File: src/rtl/arb_pkg.sv
// Shared types and constants for the data-memory port arbiter.
package arb_pkg;

   typedef enum logic [1:0] {
      IDLE  = 2'd0,
      ISSUE = 2'd1,
      WAIT  = 2'd2,
      DONE  = 2'd3
   } arb_state_t;

   // requester ids; also the bit positions in the picker's req vector
   localparam logic REQ_CORE = 1'b0;
   localparam logic REQ_LDR  = 1'b1;

endpackage

File: src/rtl/arb_rr_pick.sv
// Two-way round-robin picker: a lone requester wins; on a tie the requester
// that was not served last wins.
module arb_rr_pick
   import arb_pkg::*;
(
   input  logic [1:0] req,
   input  logic       last,
   output logic       gnt,
   output logic       any
);

   assign any = |req;

   // grant selection
   always_comb begin
      gnt = REQ_CORE;
      if (req == 2'b11) begin
         gnt = ~last;
      end else if (req[REQ_LDR]) begin
         gnt = REQ_LDR;
      end
   end

endmodule

File: src/rtl/mem_port_arbiter.sv
// Shares one single-ported, fixed-latency data memory between the core data
// port and the loader/debug-DMA port. Optional saturating core stall-cycle
// counter is built when ARB_STALL_CNT_EN is defined.
//
// state | meaning
// IDLE  | no access in flight; arbitrate and latch the winner's attributes
// ISSUE | mem_en pulse with latched we/addr/wdata
// WAIT  | read latency countdown (only when MEM_LAT > 1)
// DONE  | winner's ack pulse; read data forwarded from mem_rdata
module mem_port_arbiter
   import arb_pkg::*;
#(
   parameter int AW      = 32,
   parameter int DW      = 32,
   parameter int MEM_LAT = 1
) (
   input  logic          clk,
   input  logic          reset,
   input  logic          core_req,
   input  logic          core_we,
   input  logic [AW-1:0] core_addr,
   input  logic [DW-1:0] core_wdata,
   output logic [DW-1:0] core_rdata,
   output logic          core_ack,
   output logic          core_stall,
   input  logic          ldr_req,
   input  logic          ldr_we,
   input  logic [AW-1:0] ldr_addr,
   input  logic [DW-1:0] ldr_wdata,
   output logic [DW-1:0] ldr_rdata,
   output logic          ldr_ack,
   output logic          mem_en,
   output logic          mem_we,
   output logic [AW-1:0] mem_addr,
   output logic [DW-1:0] mem_wdata,
   input  logic [DW-1:0] mem_rdata
`ifdef ARB_STALL_CNT_EN
   ,
   output logic [31:0]   stall_cnt
`endif
);

   localparam int CW = (MEM_LAT > 1) ? $clog2(MEM_LAT) + 1 : 1;

   arb_state_t    state;
   logic          win;
   logic          win_we;
   logic          rr_last;
   logic [CW-1:0] lat_cnt;
   logic [DW-1:0] core_rdata_q;
   logic [DW-1:0] ldr_rdata_q;
   logic          pick_gnt;
   logic          pick_any;
   logic          win_req;

   arb_rr_pick u_pick (
      .req  ({ldr_req, core_req}),
      .last (rr_last),
      .gnt  (pick_gnt),
      .any  (pick_any)
   );

   assign win_req    = (win == REQ_LDR) ? ldr_req : core_req;
   assign core_stall = core_req & ~core_ack;

   // read data is forwarded in the ack cycle, otherwise the last read is held
   assign core_rdata = (core_ack && !win_we) ? mem_rdata : core_rdata_q;
   assign ldr_rdata  = (ldr_ack && !win_we) ? mem_rdata : ldr_rdata_q;

   // access sequencer: arbitrate, issue, wait out read latency, acknowledge
   always_ff @(posedge clk or negedge reset) begin
      if (!reset) begin
         state        <= IDLE;
         win          <= REQ_CORE;
         win_we       <= 1'b0;
         rr_last      <= REQ_LDR;
         lat_cnt      <= '0;
         mem_en       <= 1'b0;
         mem_we       <= 1'b0;
         mem_addr     <= '0;
         mem_wdata    <= '0;
         core_ack     <= 1'b0;
         ldr_ack      <= 1'b0;
         core_rdata_q <= '0;
         ldr_rdata_q  <= '0;
      end else begin
         if (state != IDLE) begin
            assert (win_req)
               else $warning("mem_port_arbiter: requester %0d dropped req before ack", win);
         end
         case (state)
            IDLE: begin
               if (pick_any) begin
                  win       <= pick_gnt;
                  win_we    <= (pick_gnt == REQ_LDR) ? ldr_we : core_we;
                  mem_we    <= (pick_gnt == REQ_LDR) ? ldr_we : core_we;
                  mem_addr  <= (pick_gnt == REQ_LDR) ? ldr_addr : core_addr;
                  mem_wdata <= (pick_gnt == REQ_LDR) ? ldr_wdata : core_wdata;
                  mem_en    <= 1'b1;
                  state     <= ISSUE;
               end
            end
            ISSUE: begin
               mem_en <= 1'b0;
               mem_we <= 1'b0;
               if (win_we || MEM_LAT == 1) begin
                  core_ack <= (win == REQ_CORE);
                  ldr_ack  <= (win == REQ_LDR);
                  state    <= DONE;
               end else begin
                  lat_cnt <= CW'(MEM_LAT - 1);
                  state   <= WAIT;
               end
            end
            WAIT: begin
               if (lat_cnt == CW'(1)) begin
                  core_ack <= (win == REQ_CORE);
                  ldr_ack  <= (win == REQ_LDR);
                  state    <= DONE;
               end else begin
                  lat_cnt <= lat_cnt - CW'(1);
               end
            end
            DONE: begin
               if (!win_we && win == REQ_CORE) core_rdata_q <= mem_rdata;
               if (!win_we && win == REQ_LDR)  ldr_rdata_q  <= mem_rdata;
               core_ack <= 1'b0;
               ldr_ack  <= 1'b0;
               rr_last  <= win;
               state    <= IDLE;
            end
            default: state <= IDLE;
         endcase
      end
   end

`ifdef ARB_STALL_CNT_EN
   // saturating count of cycles the core spends stalled
   always_ff @(posedge clk or negedge reset) begin
      if (!reset) begin
         stall_cnt <= '0;
      end else if (core_stall && stall_cnt != 32'hFFFF_FFFF) begin
         stall_cnt <= stall_cnt + 32'd1;
      end
   end
`endif

endmodule

File: config.mk
export PLATFORM = sky130hd
export DESIGN_NAME = mem_port_arbiter
export DESIGN_NICKNAME = d
export VERILOG_FILES = /design/src/rtl/arb_pkg.sv /design/src/rtl/arb_rr_pick.sv /design/src/rtl/mem_port_arbiter.sv
export SDC_FILE = /design/constraint.sdc
export NUM_CORES = 1
export LEC_CHECK = 0
export ABC_AREA = 1
export BUFFER_PORTS_ARGS = -buffer_cell sky130_fd_sc_hd__buf_2
export CAP_MARGIN = 15
export CORE_MARGIN = 2
export CORE_UTILIZATION = 45
export DETAILED_ROUTE_END_ITERATION = 8
export PLACE_DENSITY = 0.86
export RECOVER_POWER = 100
export SETUP_SLACK_MARGIN = 0.1
export SYNTH_ARGS = -nofsm -noshare
export SYNTH_HDL_FRONTEND = slang
export SYNTH_HIERARCHICAL = 1
export SYNTH_SLANG_ARGS = --single-unit
File: constraint.sdc
create_clock -name clk -period 1.6 [get_ports clk]
set_input_delay 0.08 -clock clk [delete_from_list [all_inputs] [get_ports clk]]
set_output_delay 0.08 -clock clk [all_outputs]
set_load 0.01 [all_outputs]
# After elaboration in Yosys (flattened, before gate mapping)
# Cells that the tools add are included.
[word_totals]
regBits = 138
inputBits = 166
output_inout_bits = 133
wordCells = 58
[classes]
n_addsub = 1
eq_ne = 6
mux = 19
n_bitwise = 4
reduce_logical = 15
[op_table]
columns = ["op", "n"]
rows = [
  ["2-to-1 mux 32 bit", 4],
  ["AND reduction 2 bit", 6],
  ["2-to-1 mux 1 bit", 8],
  ["case mux 2 bit (4 select lines)", 1],
  ["== test 2 bit (second input constant)", 3],
  ["case mux 1 bit (3 select lines)", 2],
  ["logical AND 1 bit", 4],
  ["2-to-1 mux 2 bit", 2],
  ["!= test 2 bit (second input constant)", 2],
  ["case mux 1 bit (2 select lines)", 2],
  ["inverter 1 bit", 3],
  ["nonzero test 3 bit", 1],
  ["== test 2 x 1 -> 1 bit (second input constant)", 1],
  ["logical NOT 2 bit", 1],
  ["nonzero test 2 bit", 1],
  ["OR reduction 2 bit", 1],
  ["bitwise AND 1 bit", 1],
  ["logical NOT 1 bit", 1],
  ["subtractor 1 bit (second input constant)", 1],
]

# Logic depth before layout (Yosys ltp)
# Gate-level depths: netlist of run 1.
[depth]
depth_word = 5
ltp_mapped = 9
ltp_nobuf = 7

# By module
# Netlist of run 1, hierarchy kept.
[modules_own_cells]
columns = ["mod", "instances", "cells_per_inst", "area_each_um2", "seq_area_each_um2"]
rows = [
  ["mem_port_arbiter", 1, 922, 6971.7, 3454.6],
  ["arb_rr_pick", 1, 3, 15.0, 0.0],
]

# Least setup slack after synthesis of run 1
# No wires, ideal clock.
[synth_timing]
path_kind = "register to register"
start = "register state[0]"
end = "register mem_addr[22]"
setup_ns = 0.116
arrival_ns = 1.211
required_time_ns = 1.484
path_slack_ns = 0.272
path_stages_with_launch = 9
path_buffers = 2
period_less_slack_ns = 1.328
path_cell_list = "dfrtp_1 inv_1 ha_1 nand2_2 inv_2 buf_6 buf_6 nand2_1 nand2_1"
[synth_between]
elab_chain_len = 2
[synth_rtl]
columns = ["element", "line_no", "rtl"]
rows = [
  ["start, declared", "mem_port_arbiter.sv:45", "arb_state_t state;"],
  ["start signal, assigned", "mem_port_arbiter.sv:73", "state <= IDLE;"],
  ["start signal, assigned", "mem_port_arbiter.sv:100", "state <= ISSUE;"],
  ["start signal, assigned", "mem_port_arbiter.sv:109", "state <= DONE;"],
  ["logical NOT 2 bit", "mem_port_arbiter.sv:91", "case (state)"],
  ["AND reduction 2 bit (no line)", "--", ""],
  ["end signal, assigned", "mem_port_arbiter.sv:97", "mem_addr <= (pick_gnt == REQ_LDR) ? ldr_addr : core_addr;"],
  ["end, declared", "mem_port_arbiter.sv:34", "output logic [AW-1:0] mem_addr,"],
]
# Every way passes these cells.
# A chain may end at the register's enable or synchronous reset.

# Worst setup path after layout of run 1
[layout_timing]
start = "register win_we"
end = "output ldr_rdata[11]"
[layout_between]
elab_chain_len = 3
[layout_rtl]
columns = ["element", "line_no", "rtl"]
rows = [
  ["start, declared", "mem_port_arbiter.sv:47", "logic win_we;"],
  ["start signal, assigned", "mem_port_arbiter.sv:95", "win_we <= (pick_gnt == REQ_LDR) ? ldr_we : core_we;"],
  ["logical NOT 1 bit", "mem_port_arbiter.sv:68", "assign ldr_rdata = (ldr_ack && !win_we) ? mem_rdata : ldr_rdata_q;"],
  ["logical AND 1 bit", "mem_port_arbiter.sv:68", ""],
  ["2-to-1 mux 32 bit", "mem_port_arbiter.sv:68", ""],
  ["end, declared", "mem_port_arbiter.sv:30", "output logic [DW-1:0] ldr_rdata,"],
]
# Every way passes these cells.

==> results of run 1 <==
worst reg2reg max path: stages (launching register included):
cell and delay [ns]:
dfrtp_1 0.40, clkinv_4 0.10, buf_6 0.14, clkbuf_2 0.23, nand3_1 0.24, buf_4 0.21
nand2_1 0.06, o21ai_2 0.05
logic make-up (layout without fill, tap and decap cells):
group	Yosys count	after routing	synth area share
AND/OR/NAND/NOR	550	555	0.304
flip-flops	138	138	0.494
AO/OA/AOI/OAI	133	133	0.115
buffers and inverters	98	580	0.0759
adder cells (fa/ha/maj)	6	6	0.0107
other	0	2	0
what timing repair did:
| action | in CTS | in global routing |
|---|---|---|
| pin swaps | 2 | 2 |
| endpoints found under the hold margin | 253 | 0 |
| hold buffers | 152 | 0 |
| gates resized for setup | 39 | 69 |
| gates cloned | 3 | 6 |
| buffers inserted | 9 | 11 |
| setup endpoints to repair | 121 | 177 |
registers in the layout, summed over array words and instances (netlist names):
signal,count
core_ack,1
core_rdata_q,32
lat_cnt,1
ldr_ack,1
ldr_rdata_q,32
mem_addr,32
mem_en,1
mem_wdata,32
mem_we,1
rr_last,1
state,2
win,1
win_we,1
area by class of cell:
cell class / instances / area share
Antenna cell: 2 / 0.000446
Clock buffer: 21 / 0.0419
Clock inverter: 11 / 0.0107
Sequential cell: 138 / 0.308
Inverter: 46 / 0.0163
Timing Repair Buffer: 502 / 0.316
Tap cell: 188 / 0.0209
Multi-Input combinational cell: 694 / 0.286
final timing paths:
kind                               endpoint  slack [ns]  cells past startpoint
max                           ldr_rdata[11]       -0.06                      6
min                            mem_addr[28]        0.03                      5
max reg2reg                 core_rdata_q[7]        0.06                      7
min reg2reg                         lat_cnt        0.48                      1
max in group asynchronous  core_rdata_q[13]        0.22                      3
min in group asynchronous   core_rdata_q[3]        0.41                      2
cells in the final DEF (no fill, tap or decap), types with 3 or more instances in the layout:
cell,Yosys,routed
o21ai_0,55,12
buf_8,0,4
ha_1,6,4
clkinv_4,0,3
clkbuf_1,10,68
buf_4,6,27
buf_6,15,8
clkbuf_16,0,20
buf_12,0,9
buf_2,20,228
inv_1,42,42
o21ai_1,40,72
nand2_8,0,4
clkbuf_8,0,3
nand3_1,6,7
o21ai_2,37,46
clkinv_2,0,4
dfrtp_1,137,135
nand2_1,535,524
nand2_2,1,11
dlygate4sd3_1,0,152
clkinvlp_4,0,3
report_power, final:
group	internal [uW]	total, uW	leakage (uW)	switching (uW)
Clock	2410	3900	0.000285	1490
Combinational	4290	10700	0.00410	6390
Sequential	5190	6330	0.00170	1140
Total	11900	20900	0.00608	9020
per-layer routing:
| layer | track usage | routed length, microns | up-vias |
|---|---|---|---|
| li1 | - | - | 3820 |
| met1 | 0.380 | 10100 | 3914 |
| met2 | 0.538 | 13800 | 659 |
| met3 | 0.0757 | 3020 | 181 |
| met4 | 0.212 | 1960 | 0 |
| met5 | 0 | 0 | - |
through the flow:
| step | power [uW] | std cells |
|---|---|---|
| finish | 20900 | 1602 |
| global route | 22100 | 1600 |
| CTS | 19600 | 1583 |
| detailed placement | 14800 | 1387 |
| global placement | 14500 | 1387 |
| floorplan | 11500 | 925 |
==> summary.txt, run 1 <==
Detailed routing
  • Post-DRT Antenna Nets: 0
  • Final Routed Wirelength: 28900 microns
  • Number of remaining DRC errors: 0
  • Drt via density: 5.35
  • Pre-antenna DRT Iters: 9
  • Routed wire length per instance: between 15 and 20 microns
  • Initial DRC Count: about 770
  • Vias: approximately 8600

STA
  • Slew headroom: 0.299
  • Hold Slack: 0.0308 ns
  • Final setup vio count: 8
  • Final period utilization: 1.03
  • Clock skew: 0.00998 ns
  • Fin crit period: 1.66 ns
  • Slew Viols, Final: 0
  • Setup_tns: -0.140 ns
  • Fin. Hold Viols: 0
  • Actual slew at the worst max-slew pin: 1.05 ns
  • Fmax: 604 MHz
  • RSZ-0062 raised after global routing: yes
  • Setup WS post-layout: -0.0551 ns

Cells and area
  • Fin nets: approximately 1600
  • Core Util, Final: 0.739
  • Layout cell share with drive strength beyond 1: 0.278
  • Area grow syn2layout: 60.7%
  • Sequential cell area: between 3000 and 4000 sq um
  • Fill cell count: 976
  • Design area: 11200 sq um
  • Area of the multi-input gates: ~3200 sq um

Run
  • Max Cap Violations: 0

Synthesis
  • Synthesized instance count: between 900 and 1000
  • Synth unique cells: 23
  • Share of the synthesized area in the top cell type: 0.491
  • Average instance area after synthesis: 7.55 sq um
  • Dominant synthesized flop cell: dfrtp_1
  • Seq/Total Area, Yosys: 0.494
  • Syn_nets: 1097
  • Mapped Area: 6990 sq um
  • Warnings from Yosys: 6
  • Synth area leader: dfrtp_1
  • Seq cells post-synth: roughly 140
  • EDFF count, synth: 0
  • Post-synth top cells: 535 x nand2_1, 137 x dfrtp_1, 55 x o21ai_0, 42 x inv_1, 40 x o21ai_1
  • Ys async rst share: 1.00
  • Synth top area cells: dfrtp_1 49%, nand2_1 29%, o21ai_2 4.6%
  • Most frequent cell after synthesis: nand2_1

Run status
  • Failing checks: negative setup slack
  • Status: complete, but fails checks

Clock network
  • CTS sink cnt: 138
  • Clock transition at the registers of the reported paths: about 0.06 ns
  • Inserted Clock Buffers: 17
  • CTS tree: done
  • Root buffer cell: clkbuf_16
  • Worst skew pair latency: 0.42 ns
  • Clock Path Buffers: 2
  • Depth of the CTS H-tree: 4

Critical path
  • CP cell instances: clkinv_4 > nand2_8 > buf_8 > nand2_1 > o21ai_1 > buf_2
  • CP Max Fanout: 13
  • Required time at the worst-slack endpoint: 1.52 ns
  • Critical path endpoint category: output pin
  • CP startpoint kind: register
  • CP top delay family: buffers and inverters
  • Worst path max stage delay: 0.38 ns
  • Crit-path slowest cell: dfrtp_1
  • Reg2reg start: win_we
  • Crit path from: win_we
  • WS Path Type: reg -> out
  • Critical Path AT: 1.58 ns
  • Buffers & Inverters on Critical Path: 3

GRT
  • Gr ovfl total: 0
  • GRT Util Overall: 0.325
  • Initial antenna violation count: 0
  • First-pass GRT wire length: 41600 microns
  • Largest net degree at the start of global routing: 68
  • Vias in the first global route: 8186

Floorplan
  • Initial Util: 0.460
  • Area of the die: 16500 sq um
  • Die height: roughly 130 microns
  • Ports: 299
  • Site row count: 45
  • Core area: 15200 sq um
  • Die Wd: 129 microns

Place
  • Placed cell areas: 8690 sq um
  • Gpl congestion: 0.839
  • Dpl ws: -0.00322 ns
  • PortBufs: ~300
  • Post-detail-place hpwl: 14000 microns

Min path
  • Worst Hold Class: in -> reg
  • Worst hold start: ldr_addr[28]

Power and ir drop
  • LEAKAGE: 0.00608 uW
  • P per Cell Area: 1860 nW/um^2
  • Peak supply drop: 0.815 mV
(Power assumes the default switching activity.)
==> inputs of run 2 (changes only) <==
Settings changed: TNS_END_PERCENT from default to 1.
==> run 2 against run 1 <==
  * The run still ends with negative setup slack left
  * Critical path depth did not move
  * Setup slack got worse by 0.015 ns
  * Sequential power barely moved
  * First-iteration DRC count fell by 6.9%
  * Fmax fell by 0.92%
  * Combinational power fell by 5%
  * Clock power barely moved
  * Total power fell by 2.4%
  * Cell count fell by 1.0%
  * Largest power group unchanged
==> summary.txt, run 2 (synthesized netlist as in run 1, its figures left out) <==
GRT
  • Vias in the first global route: 8288 (was 8186)
  • Largest net degree at the start of global routing: 68 (unchanged)
  • First-pass GRT wire length: 42000 microns (was 41600 microns)
  • GRT Util Overall: 0.326 (was 0.325)
  • Initial antenna violation count: 0 (unchanged)
  • Gr ovfl total: 0 (unchanged)

Floorplan
  • Core area: 15200 sq um (unchanged)
  • Site row count: 45 (unchanged)
  • Die Wd: 129 microns (unchanged)
  • Ports: 299 (unchanged)
  • Initial Util: 0.460 (unchanged)
  • Die height: 129 microns (unchanged)
  • Area of the die: 16500 sq um (unchanged)

Critical path
  • Critical path endpoint category: output pin (unchanged)
  • CP Max Fanout: 13 (unchanged)
  • Worst reg2reg setup slack: -0.05 ns (was 0.06 ns)
  • Required time at the worst-slack endpoint: 1.52 ns (about the same)
  • Critical Path AT: 1.59 ns (was 1.58 ns)
  • Reg2reg path depth: 4 (was 7)
  • Reg2reg start: state[0] (was win_we)
  • WS Path Type: reg -> out (unchanged)
  • CP startpoint kind: register (unchanged)
  • RR Endpoint: ldr_rdata_q[20] (was core_rdata_q[7])

Cells and area
  • Layout cell share with drive strength beyond 1: 0.271 (was 0.278)
  • Fin nets: 1555 (was 1571)
  • Design area: 11000 sq um (was 11200 sq um)
  • Fill cell count: 994 (was 976)
  • Highest-count cells in the layout ignoring fill and taps: 526 x nand2_1, 231 x buf_2, 153 x dlygate4sd3_1 (was 524 x nand2_1, 228 x buf_2, 152 x dlygate4sd3_1)
  • Most common cell after layout, fill and taps aside: nand2_1 (unchanged)
  • Final cell count without fillers: 1586 (was 1602)
  • Area grow syn2layout: 57.8% (was 60.7%)

STA
  • Fmax: 599 MHz (was 604 MHz)
  • Actual slew at the worst max-slew pin: 1.04 ns (was 1.05 ns)
  • Slew Viols, Final: 0 (unchanged)
  • Setup WS post-layout: -0.0705 ns (was -0.0551 ns)
  • RSZ-0062 raised after global routing: yes (unchanged)
  • Fin. Hold Viols: 0 (unchanged)
  • Final period utilization: 1.04 (was 1.03)
  • Slew headroom: 0.306 (was 0.299)
  • Clock skew: 0.0105 ns (was 0.00998 ns)
  • Fin crit period: 1.67 ns (was 1.66 ns)
  • Final setup vio count: 24 (was 8)

Detailed routing
  • Number of remaining DRC errors: 0 (unchanged)
  • Final Routed Wirelength: 28300 microns (was 28900 microns)
  • Initial DRC Count: 712 (was 765)
  • Vias: 8533 (was 8574)
  • Routed wire length per instance: 17.9 microns (was 18.0 microns)
  • Pre-antenna DRT Iters: 6 (was 9)
  • Post-DRT Antenna Nets: 0 (unchanged)
  • Drt via density: 5.38 (was 5.35)

Place
  • Dpl cells: 1387 (unchanged)
  • Post-detail-place hpwl: 14000 microns (unchanged)
  • Gpl congestion: 0.839 (unchanged)
  • PortBufs: 298 (unchanged)
  • Placed cell areas: 8690 sq um (unchanged)

Clock network
  • Clock Path Buffers: 2 (unchanged)
  • Inserted Clock Buffers: 17 (unchanged)
  • Root buffer cell: clkbuf_16 (unchanged)
  • Worst skew pair latency: 0.42 ns (about the same)
  • Depth of the CTS H-tree: 4 (unchanged)
  • CTS tree: done (unchanged)
  • CTS sink cnt: 138 (unchanged)
  • Clock transition at the registers of the reported paths: 0.05 ns (was 0.06 ns)

Min path
  • Hold Path End: mem_wdata[23] (was mem_addr[28])
  • Worst Hold Class: in -> reg (unchanged)
  • Worst hold path depth: 5 (unchanged)
  • Worst hold start: core_wdata[23] (was ldr_addr[28])

Power and ir drop
  • Cell internal pwr: 11600 uW (was 11900 uW)
  • Switching share of power: 0.434 (was 0.431)
  • Peak supply drop: 0.747 mV (was 0.815 mV)
  • Flop pwr share: 0.311 (was 0.303)
  • P_sw: 8860 uW (was 9020 uW)
  • Comb pwr share: 0.498 (was 0.510)
  • Overall power: 20400 uW (was 20900 uW)
  • P per Cell Area: 1850 nW/um^2 (was 1860 nW/um^2)
  • Clk pwr share: 0.191 (was 0.187)
  • LEAKAGE: 0.00601 uW (was 0.00608 uW)

Run status
  • Status: complete, but fails checks (unchanged)
  • Failing checks: negative setup slack (unchanged)

Run
  • Max Cap Violations: 0 (unchanged)
run 2: cell types whose count changed in the layout (fill, tap and decap cells not counted), moves of 3 or more:
cell	previous run	this run
buf_4	27	6
buf_6	8	11
o21ai_0	12	17
o21ai_2	46	53
buf_2	228	231
o21ai_1	72	62
run 2: metrics by stage:
stage / setup slack [ns] / util / setup TNS (ns) / hold slack (ns)
finish: -0.0705 / 0.725 / -0.484 / 0.0293
global route: -0.134 / 0.725 / -7.03 / 0.0116
CTS: -0.0556 / 0.720 / -1.31 / 0.00472
detailed placement: -0.00322 / 0.571 / -0.00352 / 0.0203
global placement: 0.0985 / 0.571 / 0 / 0.0157
floorplan: 0.272 / - / 0 / -0.216
run 2: cell type report:
class / instances / area (sq um) / area share
Clock inverter: 11 / 120 / 0.0109
Tap cell: 188 / 235 / 0.0213
Timing Repair Buffer: 488 / 3400 / 0.308
Antenna cell: 2 / 5.00 / 0.000454
Inverter: 46 / 178 / 0.0161
Clock buffer: 21 / 470 / 0.0427
Sequential cell: 138 / 3460 / 0.314
Multi-Input combinational cell: 692 / 3160 / 0.287
run 2: critical path, stage by stage, from the launching register on:
cell and delay (ns):
dfrtp_1 0.38, clkinv_4 0.14, buf_6 0.17, nand2_8 0.11
nand2_1 0.08, o21ai_1 0.13, buf_2 0.18
run 2: power by group through the flow:
stage	Clock, uW	Combinational [uW]	Sequential [uW]
4_1_cts	3910	9320	6180
5_1_grt	4090	11000	6510
3_3_place_gp	0	8380	6120
2_1_floorplan	0	5090	6380
6_report	3900	10200	6350
3_5_place_dp	0	8650	6180
run 2: worst max-delay path by stage:
| stage | from | end | cells past startpoint |
|---|---|---|---|
| final | win_we | ldr_rdata[26] | 6 |
| after floorplan | state[0] | mem_addr[22] | 8 |
| after global placement | state[0] | mem_wdata[8] | 6 |
| after CTS | win_we | ldr_rdata[5] | 5 |
| after detailed placement | state[0] | mem_wdata[26] | 6 |
| after global routing | win_we | ldr_rdata[26] | 6 |
run 2: repair_timing:
item                                   CTS  global route
endpoints found under the hold margin  256             0
resized for setup                       32            77
gates cloned                             2             3
setup endpoints to repair              121           189
pin swaps                                3             3
setup buffers                            5             2
hold buffers                           153             0
run 2: layer usage:
layer,wire (microns),global-route usage,vias to the layer above
li1,-,-,3782
met1,9940,0.378,3899
met2,13700,0.543,693
met3,2870,0.0773,159
met4,1810,0.212,0
met5,0,0,-
